<file path="src/rtl/fft_pkg.sv">
// Shared types and constants for the 32-point radix-2 DIT FFT sequencer.
package fft_pkg;

   localparam int unsigned FFT_LOG2N   = 5;
   localparam int unsigned FFT_TW_W    = FFT_LOG2N - 1;
   localparam int unsigned BITREV_MAX  = 8;

   typedef enum logic [2:0] {
      ST_IDLE,
      ST_RUN,
      ST_STALL,
      ST_DRAIN,
      ST_DONE
   } fft_seq_state_t;

   // Reverse the low w bits of x (w <= BITREV_MAX); bits above w return 0.
   function automatic logic [BITREV_MAX-1:0] bitrev(input logic [BITREV_MAX-1:0] x,
                                                    input int unsigned w);
      logic [BITREV_MAX-1:0] r;
      r = '0;
      for (int i = 0; i < int'(BITREV_MAX); i++) begin
         if (i < int'(w)) r[3'(i)] = x[3'(int'(w) - 1 - i)];
      end
      return r;
   endfunction

endpackage

</file>
<file path="src/rtl/fft_seq_if.sv">
// Host load/start and butterfly/RAM address bus of the FFT sequencer.
interface fft_seq_if #(
   parameter int unsigned LOG2N = fft_pkg::FFT_LOG2N
);
   localparam int unsigned TW_W = LOG2N - 1;

   logic             fft_start;
   logic             load_data_write;
   logic [LOG2N-1:0] load_data_addr;
   logic             ld_wr_en;
   logic [LOG2N-1:0] ld_wr_addr;
   logic             rd_en;
   logic [LOG2N-1:0] rd_addr_a;
   logic [LOG2N-1:0] rd_addr_b;
   logic [TW_W-1:0]  tw_idx;
   logic             wr_en;
   logic [LOG2N-1:0] wr_addr_a;
   logic [LOG2N-1:0] wr_addr_b;
   logic [2:0]       stage;
   logic             busy;
   logic             fft_done;

   modport slave (
      input  fft_start, load_data_write, load_data_addr,
      output ld_wr_en, ld_wr_addr, rd_en, rd_addr_a, rd_addr_b, tw_idx,
             wr_en, wr_addr_a, wr_addr_b, stage, busy, fft_done
   );

   modport master (
      output fft_start, load_data_write, load_data_addr,
      input  ld_wr_en, ld_wr_addr, rd_en, rd_addr_a, rd_addr_b, tw_idx,
             wr_en, wr_addr_a, wr_addr_b, stage, busy, fft_done
   );

endinterface

</file>
<file path="src/rtl/fft_addr_delay.sv">
// LAT-stage register line aligning {valid, addr_a, addr_b} with butterfly write-back.
module fft_addr_delay #(
   parameter int unsigned LAT = 3,
   parameter int unsigned AW  = 5
) (
   input  logic          clk,
   input  logic          rst_n,
   input  logic          in_valid,
   input  logic [AW-1:0] in_a,
   input  logic [AW-1:0] in_b,
   output logic          out_valid,
   output logic [AW-1:0] out_a,
   output logic [AW-1:0] out_b
);

   localparam int unsigned W = 1 + 2 * AW;

   logic [W-1:0] line [LAT];

   always_ff @(posedge clk or negedge rst_n) begin
      if (!rst_n) begin
         for (int i = 0; i < int'(LAT); i++) line[i] <= '0;
      end else begin
         line[0] <= {in_valid, in_a, in_b};
         for (int i = 1; i < int'(LAT); i++) line[i] <= line[i-1];
      end
   end

   assign {out_valid, out_a, out_b} = line[LAT-1];

endmodule

</file>
<file path="src/rtl/fft_seq_ctrl.sv">
// In-place radix-2 DIT FFT sequencer: host load steering, butterfly addressing, write-back.
// Optional macro FFT_BITREV_LOAD_EN bit-reverses host load addresses.
module fft_seq_ctrl
   import fft_pkg::*;
#(
   parameter int unsigned LOG2N      = FFT_LOG2N,
   parameter int unsigned BF_LATENCY = 3
) (
   input  logic     clk,
   input  logic     rst_n,
   fft_seq_if.slave bus
);

   localparam int unsigned K_W    = LOG2N - 1;
   localparam int unsigned TW_W   = LOG2N - 1;
   localparam int unsigned ST_W   = 3;
   localparam int unsigned CNT_W  = 3;
   localparam int unsigned HALF_N = 1 << (LOG2N - 1);

   localparam logic [K_W-1:0]   K_LAST     = K_W'(HALF_N - 1);
   localparam logic [ST_W-1:0]  STAGE_LAST = ST_W'(LOG2N - 1);
   localparam logic [CNT_W-1:0] GAP_LAST   = CNT_W'(BF_LATENCY - 1);

   fft_seq_state_t    state, state_n;
   logic [K_W-1:0]    k, k_n;
   logic [ST_W-1:0]   stage_q, stage_n;
   logic [CNT_W-1:0]  cnt, cnt_n;
   logic              issue;
   logic [LOG2N-1:0]  kx, half, pos, addr_a_n, addr_b_n;
   logic [TW_W-1:0]   tw_n;
   logic              ld_en_n;
   logic [LOG2N-1:0]  ld_addr_map;

   logic              rd_en_q;
   logic [LOG2N-1:0]  rd_a_q, rd_b_q;

`ifdef FFT_BITREV_LOAD_EN
   assign ld_addr_map = LOG2N'(bitrev(8'(bus.load_data_addr), LOG2N));
`else
   assign ld_addr_map = bus.load_data_addr;
`endif

   // Next-state, counters and the butterfly to issue in the following cycle.
   always_comb begin
      state_n  = state;
      k_n      = k;
      stage_n  = stage_q;
      cnt_n    = cnt;
      issue    = 1'b0;
      ld_en_n  = 1'b0;
      kx       = '0;
      half     = '0;
      pos      = '0;
      addr_a_n = '0;
      addr_b_n = '0;
      tw_n     = '0;

      unique case (state)
         ST_IDLE: begin
            ld_en_n = bus.load_data_write;
            if (bus.fft_start) begin
               state_n = ST_RUN;
               k_n     = '0;
               stage_n = '0;
               issue   = 1'b1;
            end
         end
         ST_RUN: begin
            if (k == K_LAST) begin
               cnt_n   = '0;
               state_n = (stage_q == STAGE_LAST) ? ST_DRAIN : ST_STALL;
            end else begin
               k_n   = k + K_W'(1);
               issue = 1'b1;
            end
         end
         ST_STALL: begin
            if (cnt == GAP_LAST) begin
               state_n = ST_RUN;
               stage_n = stage_q + ST_W'(1);
               k_n     = '0;
               issue   = 1'b1;
            end else begin
               cnt_n = cnt + CNT_W'(1);
            end
         end
         ST_DRAIN: begin
            if (cnt == GAP_LAST) state_n = ST_DONE;
            else                 cnt_n   = cnt + CNT_W'(1);
         end
         ST_DONE: begin
            state_n = ST_IDLE;
            stage_n = '0;
         end
         default: state_n = ST_IDLE;
      endcase

      // Butterfly k of a stage pairs a and a+half inside block k>>stage.
      if (issue) begin
         kx       = LOG2N'(k_n);
         half     = LOG2N'(1) << stage_n;
         pos      = kx & (half - LOG2N'(1));
         addr_a_n = ((kx >> stage_n) << (stage_n + ST_W'(1))) | pos;
         addr_b_n = addr_a_n + half;
         tw_n     = TW_W'(pos << (ST_W'(LOG2N - 1) - stage_n));
      end
   end

   // State, counters and every registered output.
   always_ff @(posedge clk or negedge rst_n) begin
      if (!rst_n) begin
         state          <= ST_IDLE;
         k              <= '0;
         stage_q        <= '0;
         cnt            <= '0;
         rd_en_q        <= 1'b0;
         rd_a_q         <= '0;
         rd_b_q         <= '0;
         bus.tw_idx     <= '0;
         bus.stage      <= '0;
         bus.busy       <= 1'b0;
         bus.fft_done   <= 1'b0;
         bus.ld_wr_en   <= 1'b0;
         bus.ld_wr_addr <= '0;
      end else begin
         state          <= state_n;
         k              <= k_n;
         stage_q        <= stage_n;
         cnt            <= cnt_n;
         rd_en_q        <= issue;
         rd_a_q         <= addr_a_n;
         rd_b_q         <= addr_b_n;
         bus.tw_idx     <= tw_n;
         bus.stage      <= stage_n;
         bus.busy       <= (state_n != ST_IDLE);
         bus.fft_done   <= (state_n == ST_DONE);
         bus.ld_wr_en   <= ld_en_n;
         bus.ld_wr_addr <= ld_en_n ? ld_addr_map : '0;
      end
   end

   assign bus.rd_en     = rd_en_q;
   assign bus.rd_addr_a = rd_a_q;
   assign bus.rd_addr_b = rd_b_q;

   fft_addr_delay #(
      .LAT (BF_LATENCY),
      .AW  (LOG2N)
   ) u_wb_delay (
      .clk       (clk),
      .rst_n     (rst_n),
      .in_valid  (rd_en_q),
      .in_a      (rd_a_q),
      .in_b      (rd_b_q),
      .out_valid (bus.wr_en),
      .out_a     (bus.wr_addr_a),
      .out_b     (bus.wr_addr_b)
   );

endmodule

</file>
<file path="src/flat_wrapper.sv">
// flat-port wrapper written by rule: the top's interface ports become plain ports
module fft_seq_ctrl_flat import fft_pkg::*;
#(
   parameter int unsigned LOG2N      = FFT_LOG2N,
   parameter int unsigned BF_LATENCY = 3
)
  (clk, rst_n, bus_fft_start, bus_load_data_write, bus_load_data_addr, bus_ld_wr_en, bus_ld_wr_addr, bus_rd_en, bus_rd_addr_a, bus_rd_addr_b, bus_tw_idx, bus_wr_en, bus_wr_addr_a, bus_wr_addr_b, bus_stage, bus_busy, bus_fft_done);
  fft_seq_if #(.LOG2N(LOG2N)) bus_i ();
  input  logic clk;
  input  logic rst_n;
  input wire logic [$bits(bus_i.fft_start)-1:0] bus_fft_start;
  input wire logic [$bits(bus_i.load_data_write)-1:0] bus_load_data_write;
  input wire logic [$bits(bus_i.load_data_addr)-1:0] bus_load_data_addr;
  output wire logic [$bits(bus_i.ld_wr_en)-1:0] bus_ld_wr_en;
  output wire logic [$bits(bus_i.ld_wr_addr)-1:0] bus_ld_wr_addr;
  output wire logic [$bits(bus_i.rd_en)-1:0] bus_rd_en;
  output wire logic [$bits(bus_i.rd_addr_a)-1:0] bus_rd_addr_a;
  output wire logic [$bits(bus_i.rd_addr_b)-1:0] bus_rd_addr_b;
  output wire logic [$bits(bus_i.tw_idx)-1:0] bus_tw_idx;
  output wire logic [$bits(bus_i.wr_en)-1:0] bus_wr_en;
  output wire logic [$bits(bus_i.wr_addr_a)-1:0] bus_wr_addr_a;
  output wire logic [$bits(bus_i.wr_addr_b)-1:0] bus_wr_addr_b;
  output wire logic [$bits(bus_i.stage)-1:0] bus_stage;
  output wire logic [$bits(bus_i.busy)-1:0] bus_busy;
  output wire logic [$bits(bus_i.fft_done)-1:0] bus_fft_done;
  assign bus_i.fft_start = bus_fft_start;
  assign bus_i.load_data_write = bus_load_data_write;
  assign bus_i.load_data_addr = bus_load_data_addr;
  assign bus_ld_wr_en = bus_i.ld_wr_en;
  assign bus_ld_wr_addr = bus_i.ld_wr_addr;
  assign bus_rd_en = bus_i.rd_en;
  assign bus_rd_addr_a = bus_i.rd_addr_a;
  assign bus_rd_addr_b = bus_i.rd_addr_b;
  assign bus_tw_idx = bus_i.tw_idx;
  assign bus_wr_en = bus_i.wr_en;
  assign bus_wr_addr_a = bus_i.wr_addr_a;
  assign bus_wr_addr_b = bus_i.wr_addr_b;
  assign bus_stage = bus_i.stage;
  assign bus_busy = bus_i.busy;
  assign bus_fft_done = bus_i.fft_done;
  fft_seq_ctrl #(.LOG2N(LOG2N), .BF_LATENCY(BF_LATENCY)) u_core (.clk(clk), .rst_n(rst_n), .bus(bus_i));
endmodule
</file>
<file path="config.mk">
export PLATFORM = sky130hd
export DESIGN_NAME = fft_seq_ctrl_flat
export DESIGN_NICKNAME = d
export VERILOG_FILES = /design/src/rtl/fft_pkg.sv /design/src/rtl/fft_seq_if.sv /design/src/rtl/fft_addr_delay.sv /design/src/rtl/fft_seq_ctrl.sv /design/src/flat_wrapper.sv
export SDC_FILE = /design/constraint.sdc
export NUM_CORES = 1
export LEC_CHECK = 0
export BUFFER_PORTS_ARGS = -buffer_cell sky130_fd_sc_hd__buf_2
export CORE_ASPECT_RATIO = 0.8
export CORE_MARGIN = 2
export CORE_UTILIZATION = 56
export DETAILED_ROUTE_END_ITERATION = 6
export MAX_ROUTING_LAYER = met4
export PLACE_DENSITY = 0.85
export SLEW_MARGIN = 0
export SYNTH_ARGS = -nofsm -noshare
export SYNTH_HDL_FRONTEND = slang
export SYNTH_HIERARCHICAL = 1
export SYNTH_SLANG_ARGS = --single-unit
</file>
<file path="constraint.sdc">
create_clock -name clk -period 4.8 [get_ports clk]
set_input_delay 0.96 -clock clk [delete_from_list [all_inputs] [get_ports clk]]
set_output_delay 0.96 -clock clk [all_outputs]
set_load 0.01 [all_outputs]
</file>
Yosys cells after proc, flatten, opt, wreduce, memory -nomap -nowiden
Index checks and enable logic that the tools add are counted.

word-level totals
  register bits after elaboration = 69
  bits in latches = 0
  memory bits (writable) = 0
  bits in read-only memories = 0
  bits of input ports = 9
  output and inout port bits = 37
  memories = 0

operators by class
  add/sub/neg operators = 7
  multipliers = 0
  divide/modulo/power cells = 0
  order comparisons = 0
  equality and inequality tests = 10
  shifts and indexed selects = 4
  mux-type cells = 25
  bitwise gates (word level) = 2
  reduce and logical (&&, ||, !) cells = 5

operators by type and width
  cell                                               count
  2-to-1 mux 3 bit                                   8
  2-to-1 mux 4 bit                                   4
  2-to-1 mux 5 bit                                   3
  case mux 3 bit (4 select lines)                    1
  case mux 4 bit (3 select lines)                    1
  adder 3 x 1 -> 3 bit (second input constant)       3
  == test 3 x 2 -> 1 bit (second input constant)     3
  == test 3 bit (second input constant)              3
  case mux 3 bit (3 select lines)                    1
  case mux 3 bit (2 select lines)                    1
  adder 5 bit                                        1
  AND 4 x 5 -> 5 bit                                 1
  2-to-1 mux 1 bit                                   5
  OR 5 bit                                           1
  left shift 1 x 3 -> 5 bit (first input constant)   1
  left shift 5 x 3 -> 4 bit                          1
  left shift 5 x 3 -> 5 bit                          1
  >> shifter 4 x 3 -> 5 bit                          1
  subtractor 5 x 1 -> 5 bit (second input constant)  1
  adder 4 x 1 -> 4 bit (second input constant)       1
  == test 4 bit (second input constant)              1
  == test 3 x 1 -> 1 bit (second input constant)     1
  zero test 3 bit                                    1
  case mux 1 bit (3 select lines)                    1
  other kinds (7)                                    7

Longest topological paths before layout
  word-level depth = 9
  depth in mapped cells = 19
  gate-level depth less buffers = 19

Cells and area by module
Netlist, hierarchy kept.

by module, submodules not included
  module          instances  cells each  area each (um^2)  sequential area each (um^2)
  fft_seq_ctrl    1          210         2187.1            900.9
  fft_addr_delay  1          43          900.9             825.8

Worst setup path after synthesis
No wires, ideal clock.

  kind = input to register
  start = input port bus_fft_start
  end = register u_core.rd_b_q[4] (netlist: u_core/bus.rd_addr_b[4])
  library setup time = 0.122 ns
  data arrival time = 3.728 ns
  required time = 4.678 ns
  slack = 0.950 ns
  stages = 17
  path through = o21bai_1 a211oi_2 nor2_2 inv_2 ha_1 ha_1 inv_1 and2_1 a31oi_1 inv_1 ha_1 fa_1 a21o_1 a21oi_1 xor2_1 nand3_1 nor3b_2

on the way
  longest elaborated chain between the ends = 8
  elaborated cells between the ends (all ways) = 15
  classes of those cells = add/sub (3); shift (3); mux (7); bitwise (2)

ends and longest elaborated chain
  item                                 line                 RTL
  start, declared                      flat_wrapper.sv:11   input wire logic [$bits(bus_i.fft_start)-1:0] bus_fft_start;
  2-to-1 mux 3 bit (*)                 fft_seq_ctrl.sv:61   if (bus.fft_start) begin
  case mux 3 bit (3 select lines) (*)  fft_seq_ctrl.sv:58   unique case (state)
  via u_core.stage_n[0]                fft_seq_ctrl.sv:26   logic [ST_W-1:0] stage_q, stage_n;
  left shift 1 x 3 -> 5 bit            fft_seq_ctrl.sv:101  half = LOG2N'(1) << stage_n;
  subtractor 5 x 1 -> 5 bit            fft_seq_ctrl.sv:102  pos = kx & (half - LOG2N'(1));
  AND 4 x 5 -> 5 bit                   fft_seq_ctrl.sv:102
  OR 5 bit                             fft_seq_ctrl.sv:103  addr_a_n = ((kx >> stage_n) << (stage_n + ST_W'(1))) | pos;
  adder 5 bit (*)                      fft_seq_ctrl.sv:104  addr_b_n = addr_a_n + half;
  2-to-1 mux 5 bit (*)                 fft_seq_ctrl.sv:99   if (issue) begin
  via u_core.addr_b_n[4]               fft_seq_ctrl.sv:29   logic [LOG2N-1:0] kx, half, pos, addr_a_n, addr_b_n;
  end signal, assigned                 fft_seq_ctrl.sv:132  rd_b_q <= addr_b_n;
  end, declared                        fft_seq_ctrl.sv:35   logic [LOG2N-1:0] rd_a_q, rd_b_q;

The timed path passes the listed nets; every way through them passes the cells marked *.
A chain may end at the register's enable or synchronous reset.

Worst setup path in the final report
  start = register u_core.state[1]
  end = register u_core.rd_b_q[4] (netlist: u_core/bus.rd_addr_b[4])

on the way
  longest elaborated chain between the ends = 8
  elaborated cells between the ends (all ways) = 16
  classes of those cells = add/sub (3); eq/ne (3); shift (3); mux (4); bitwise (2); reduce/logical (1)

ends and longest elaborated chain
  item                                         line                 RTL
  start, declared                              fft_seq_ctrl.sv:24   fft_seq_state_t state, state_n;
  start signal, assigned                       fft_seq_ctrl.sv:126  state <= state_n;
  == test 3 bit, or another cell as far along  fft_seq_ctrl.sv:58
  case mux 3 bit (3 select lines) (*)          fft_seq_ctrl.sv:58
  via u_core.stage_n[1]                        fft_seq_ctrl.sv:26
  left shift 1 x 3 -> 5 bit                    fft_seq_ctrl.sv:101
  subtractor 5 x 1 -> 5 bit                    fft_seq_ctrl.sv:102
  AND 4 x 5 -> 5 bit                           fft_seq_ctrl.sv:102
  OR 5 bit                                     fft_seq_ctrl.sv:103
  adder 5 bit (*)                              fft_seq_ctrl.sv:104
  2-to-1 mux 5 bit (*)                         fft_seq_ctrl.sv:99
  via u_core.addr_b_n[4]                       fft_seq_ctrl.sv:29

Marked as above.

==> run_results.csv <==
group,metric,value,unit
detailed_routing,wl_per_cell,15.9,um
pwr,powerDensity,662,nW/um^2
synthesis,synth_nets,280,
floorplanning,die_y,70.4,um
cts,cts_hold_buf,0,
place,portBuffers,45,
timing,grt_setup_unrepaired,"no",
setup_path,cpLargestDelayFamily,"adder cells",
synthesis,seq_area_frac_synth,55.9,%
synthesis,synth_seq_cells,69,
synthesis,yosysUniqueCellTypes,63,
detailed_routing,post-route-drc-count,0,
layout,num_antenna_cells,0,
timing,worst_slew_pin_slew,0.795,ns
layout,fin_area,3480,um^2
place,dp_cells,346,
cts,cts_made_buffers,9,
layout,nFillCells,413,
flow_run,maxCapViolCount,0,
cts,cts_root_buf,"clkbuf_8",
setup_path,criticalPathCategory,"flop to flop",
floorplanning,start_util,57.4,%
timing,setup_viol,0,
cts,clkLatencyLatePin,0.33,ns
place,place_ws,0.324,ns
setup_path,setup.worst_path.end_class,"flop",
layout,fin_cells,362,
synthesis,synth_ff_type,"dfrtp_1",
cts,clockBufferDepth,2,
global_routing,grt_pass1_wl,9330,um
timing,fin_crit,4.43,ns
synthesis,syn_inst,253,
layout,final_core_util,64.7,%
cts,postCtsSetupBuffers,0,
timing,finalMaxSlewViolations,0,
pwr,combPwrFrac,39.9,%
setup_path,cp_cell_sequence,"nand4bb_1 > o221ai_1 > and2_1 > inv_1 > ha_1 > ha_1 > a31oi_1 > inv_1 > ha_1 > fa_1 > a21o_1 > a21oi_1 > xor2_1 > nand3_1 > nor3b_2",
timing,max_slew_margin,46.2,%
place,gp_congestion,0.907,
synthesis,yosysWarnings,6,
pwr,leakage,0.00179,uW
detailed_routing,ant_nets,0,
pwr,pwr-share-seq,38.2,%
pwr,vdd_drop_max,223,uV
detailed_routing,first_iter_violations,85,
setup_path,crit_fanout,14,
synthesis,yosysTopAreaCellShare,55.9,%
setup_path,cp_num_buf_inv,2,
floorplanning,rows,24,
synthesis,synth_largest_area_cell,"dfrtp_1",
setup_path,cp_common_cell,"ha_1",
cts,cts_sinks,69,
layout,final_nets,319,
setup_path,crit_path_top_delay_cell,"dfrtp_1",
setup_path,arrival,4.63,ns
synthesis,synth.avg_cell_area,12.2,um^2
setup_path,rrSetupSlack,0.37,ns
layout,syn_to_final_growth,12.6,%
cts,htreeDepth,3,
place,dpl_cell_area,3260,um^2
cts,cts_tree,"done",
setup_path,start_kind,"flop",
synthesis,synthArstFlopShare,100,%
detailed_routing,viasPerCell,5.57,
global_routing,grt_max_degree,59,
detailed_routing,first_pass_iters,4,
timing,timing.final.ws_setup,0.366,ns
synthesis,synth-edff-count,0,
timing,period_share,92.4,%
timing,fin_skew,0.00933,ns
synthesis,syn_area,3090,um^2
cts,clkSlewWorstSetupHoldPaths,0.08,ns
timing,hold_violations,0,
detailed_routing,vias,2018,
pwr,p_switching,847,uW
min_path,worstHoldPathType,"flop to flop",
synthesis,synthTopCellsByArea,"dfrtp_1 56%, ha_1 6.9%, buf_4 2.9%",
global_routing,grt_pass1_vias,1931,
layout,multi_input_area,1150,um^2
pwr,p_clk_share,21.8,%
global_routing,antenna_found_initial,0,
floorplanning,fp.dieW,87.0,um
timing,fin_tns_setup,0,ns
pwr,intPower,1450,uW
setup_path,worstPathRequired,4.99,ns
floorplanning,ioPinCount,46,
place,post-dp-hpwl,3940,um
global_routing,grt_overflow_total,0,
floorplanning,die_area,6130,um^2
timing,timing.fmax,0.226,GHz
cts,cts-resized-gates,0,
detailed_routing,postRouteWirelength,5740,um
setup_path,slowest_delay,0.67,ns
status,status,"finished clean",
layout,seq_area,1730,um^2
layout,final_layout_size_suffix_gt1_share,26.3,%
pwr,swShare,36.8,%
floorplanning,fp.coreArea,5380,um^2
global_routing,grt.total_usage,20.9,%
power by group through the flow:
stage	Clock, uW	Combinational [uW]	Sequential (uW)
floorplan	0	684	889
global placement	0	885	881
detailed placement	0	894	890
CTS	516	907	882
global route	536	1010	904
finish	503	919	880
through the flow:
step           total power, uW  hold WS, ns
4_1_cts                   2310        0.346
6_report                  2300        0.344
3_5_place_dp              1780        0.335
3_3_place_gp              1770        0.332
5_1_grt                   2450        0.352
2_1_floorplan             1570        0.331
registers in the layout (all words and copies together), names as in the netlist:
register and count:
u_core/cnt 3, u_core/k 4, u_core/bus.busy 1, u_core/bus.rd_addr_a 5, u_core/stage_q 3, u_core/bus.rd_en 1
u_core/u_wb_delay/out_a 5, u_core/u_wb_delay/line 22, u_core/bus.ld_wr_addr 5, u_core/u_wb_delay/out_b 5, u_core/state 3, u_core/u_wb_delay/out_valid 1
u_core/bus.fft_done 1, u_core/bus.tw_idx 4, u_core/bus.rd_addr_b 5, u_core/bus.ld_wr_en 1
cell type report:
type,count,area share (%)
well taps,65,2.34
inverters,16,2.12
flip-flops and latches,69,49.7
multi-input cells,150,33.0
clock buffers,10,3.67
repair buffers,46,6.69
clock inverters,6,2.52
placed cells by master, fill, tap and decap left out, drive strengths merged, types with 2 or more instances in the layout:
cell	count
a21oi	12
nor2	19
nor2b	2
or3b	2
o31ai	2
clkinv	4
nor3	5
bufinv	3
nand3	9
a32oi	2
a21o	3
nand2b	3
nand4bb	3
clkbuf	10
nand2	8
ha	17
o21bai	2
inv	15
and2	10
a31oi	3
and3	5
o21a	2
o21ai	7
buf	46
xor2	3
nor3b	2
xnor2	4
or2	2
dfrtp	69
layer usage:
layer	up-vias	GRT usage (%)	wire length, um
met3	4	4.02	280
li1	947	-	-
met1	1000	28.1	2670
met4	0	8.68	36
met5	-	-	0
met2	67	31.0	2760
final timing paths:
check,from,endpoint,depth (start not counted)
min in group asynchronous,rst_n,u_core/stage_q[0],1
hold reg to reg,u_core/u_wb_delay/line[25],u_core/u_wb_delay/line[14],0
setup reg to reg,u_core/state[1],u_core/bus.rd_addr_b[4],15
setup / recovery,u_core/state[1],u_core/bus.rd_addr_b[4],15
max in group asynchronous,rst_n,u_core/bus.rd_addr_b[3],2
hold / removal,u_core/u_wb_delay/line[25],u_core/u_wb_delay/line[14],0
logic make-up after synthesis:
kind of cell / after synthesis / synth area share (%)
adders and majority gates: 18 / 7.54
and+or+nand+nor: 76 / 14.7
DFF: 69 / 55.9
buffers and inverters: 34 / 6.93
xor gates and xnor gates: 7 / 1.99
AOI/OAI and AO/OA: 48 / 12.6
muxes: 1 / 0.324
cell usage after synthesis (2+ instances only):
cell	instances
dfrtp_1	69
nor2_1	18
ha_1	17
inv_1	13
a21oi_1	12
buf_4	12
and2_1	10
nand3_1	9
nand2_1	8
and3_1	5
nor3_1	4
o21ai_0	4
xnor2_1	4
a21o_1	3
a31oi_1	3
nand2b_1	3
nand4bb_1	3
xor2_1	3
buf_2	2
buf_6	2
inv_2	2
nor2b_1	2
o21ai_1	2
o21bai_1	2
o31ai_1	2
or2_1	2
No activity file was read; power rests on OpenSTA's default activity.
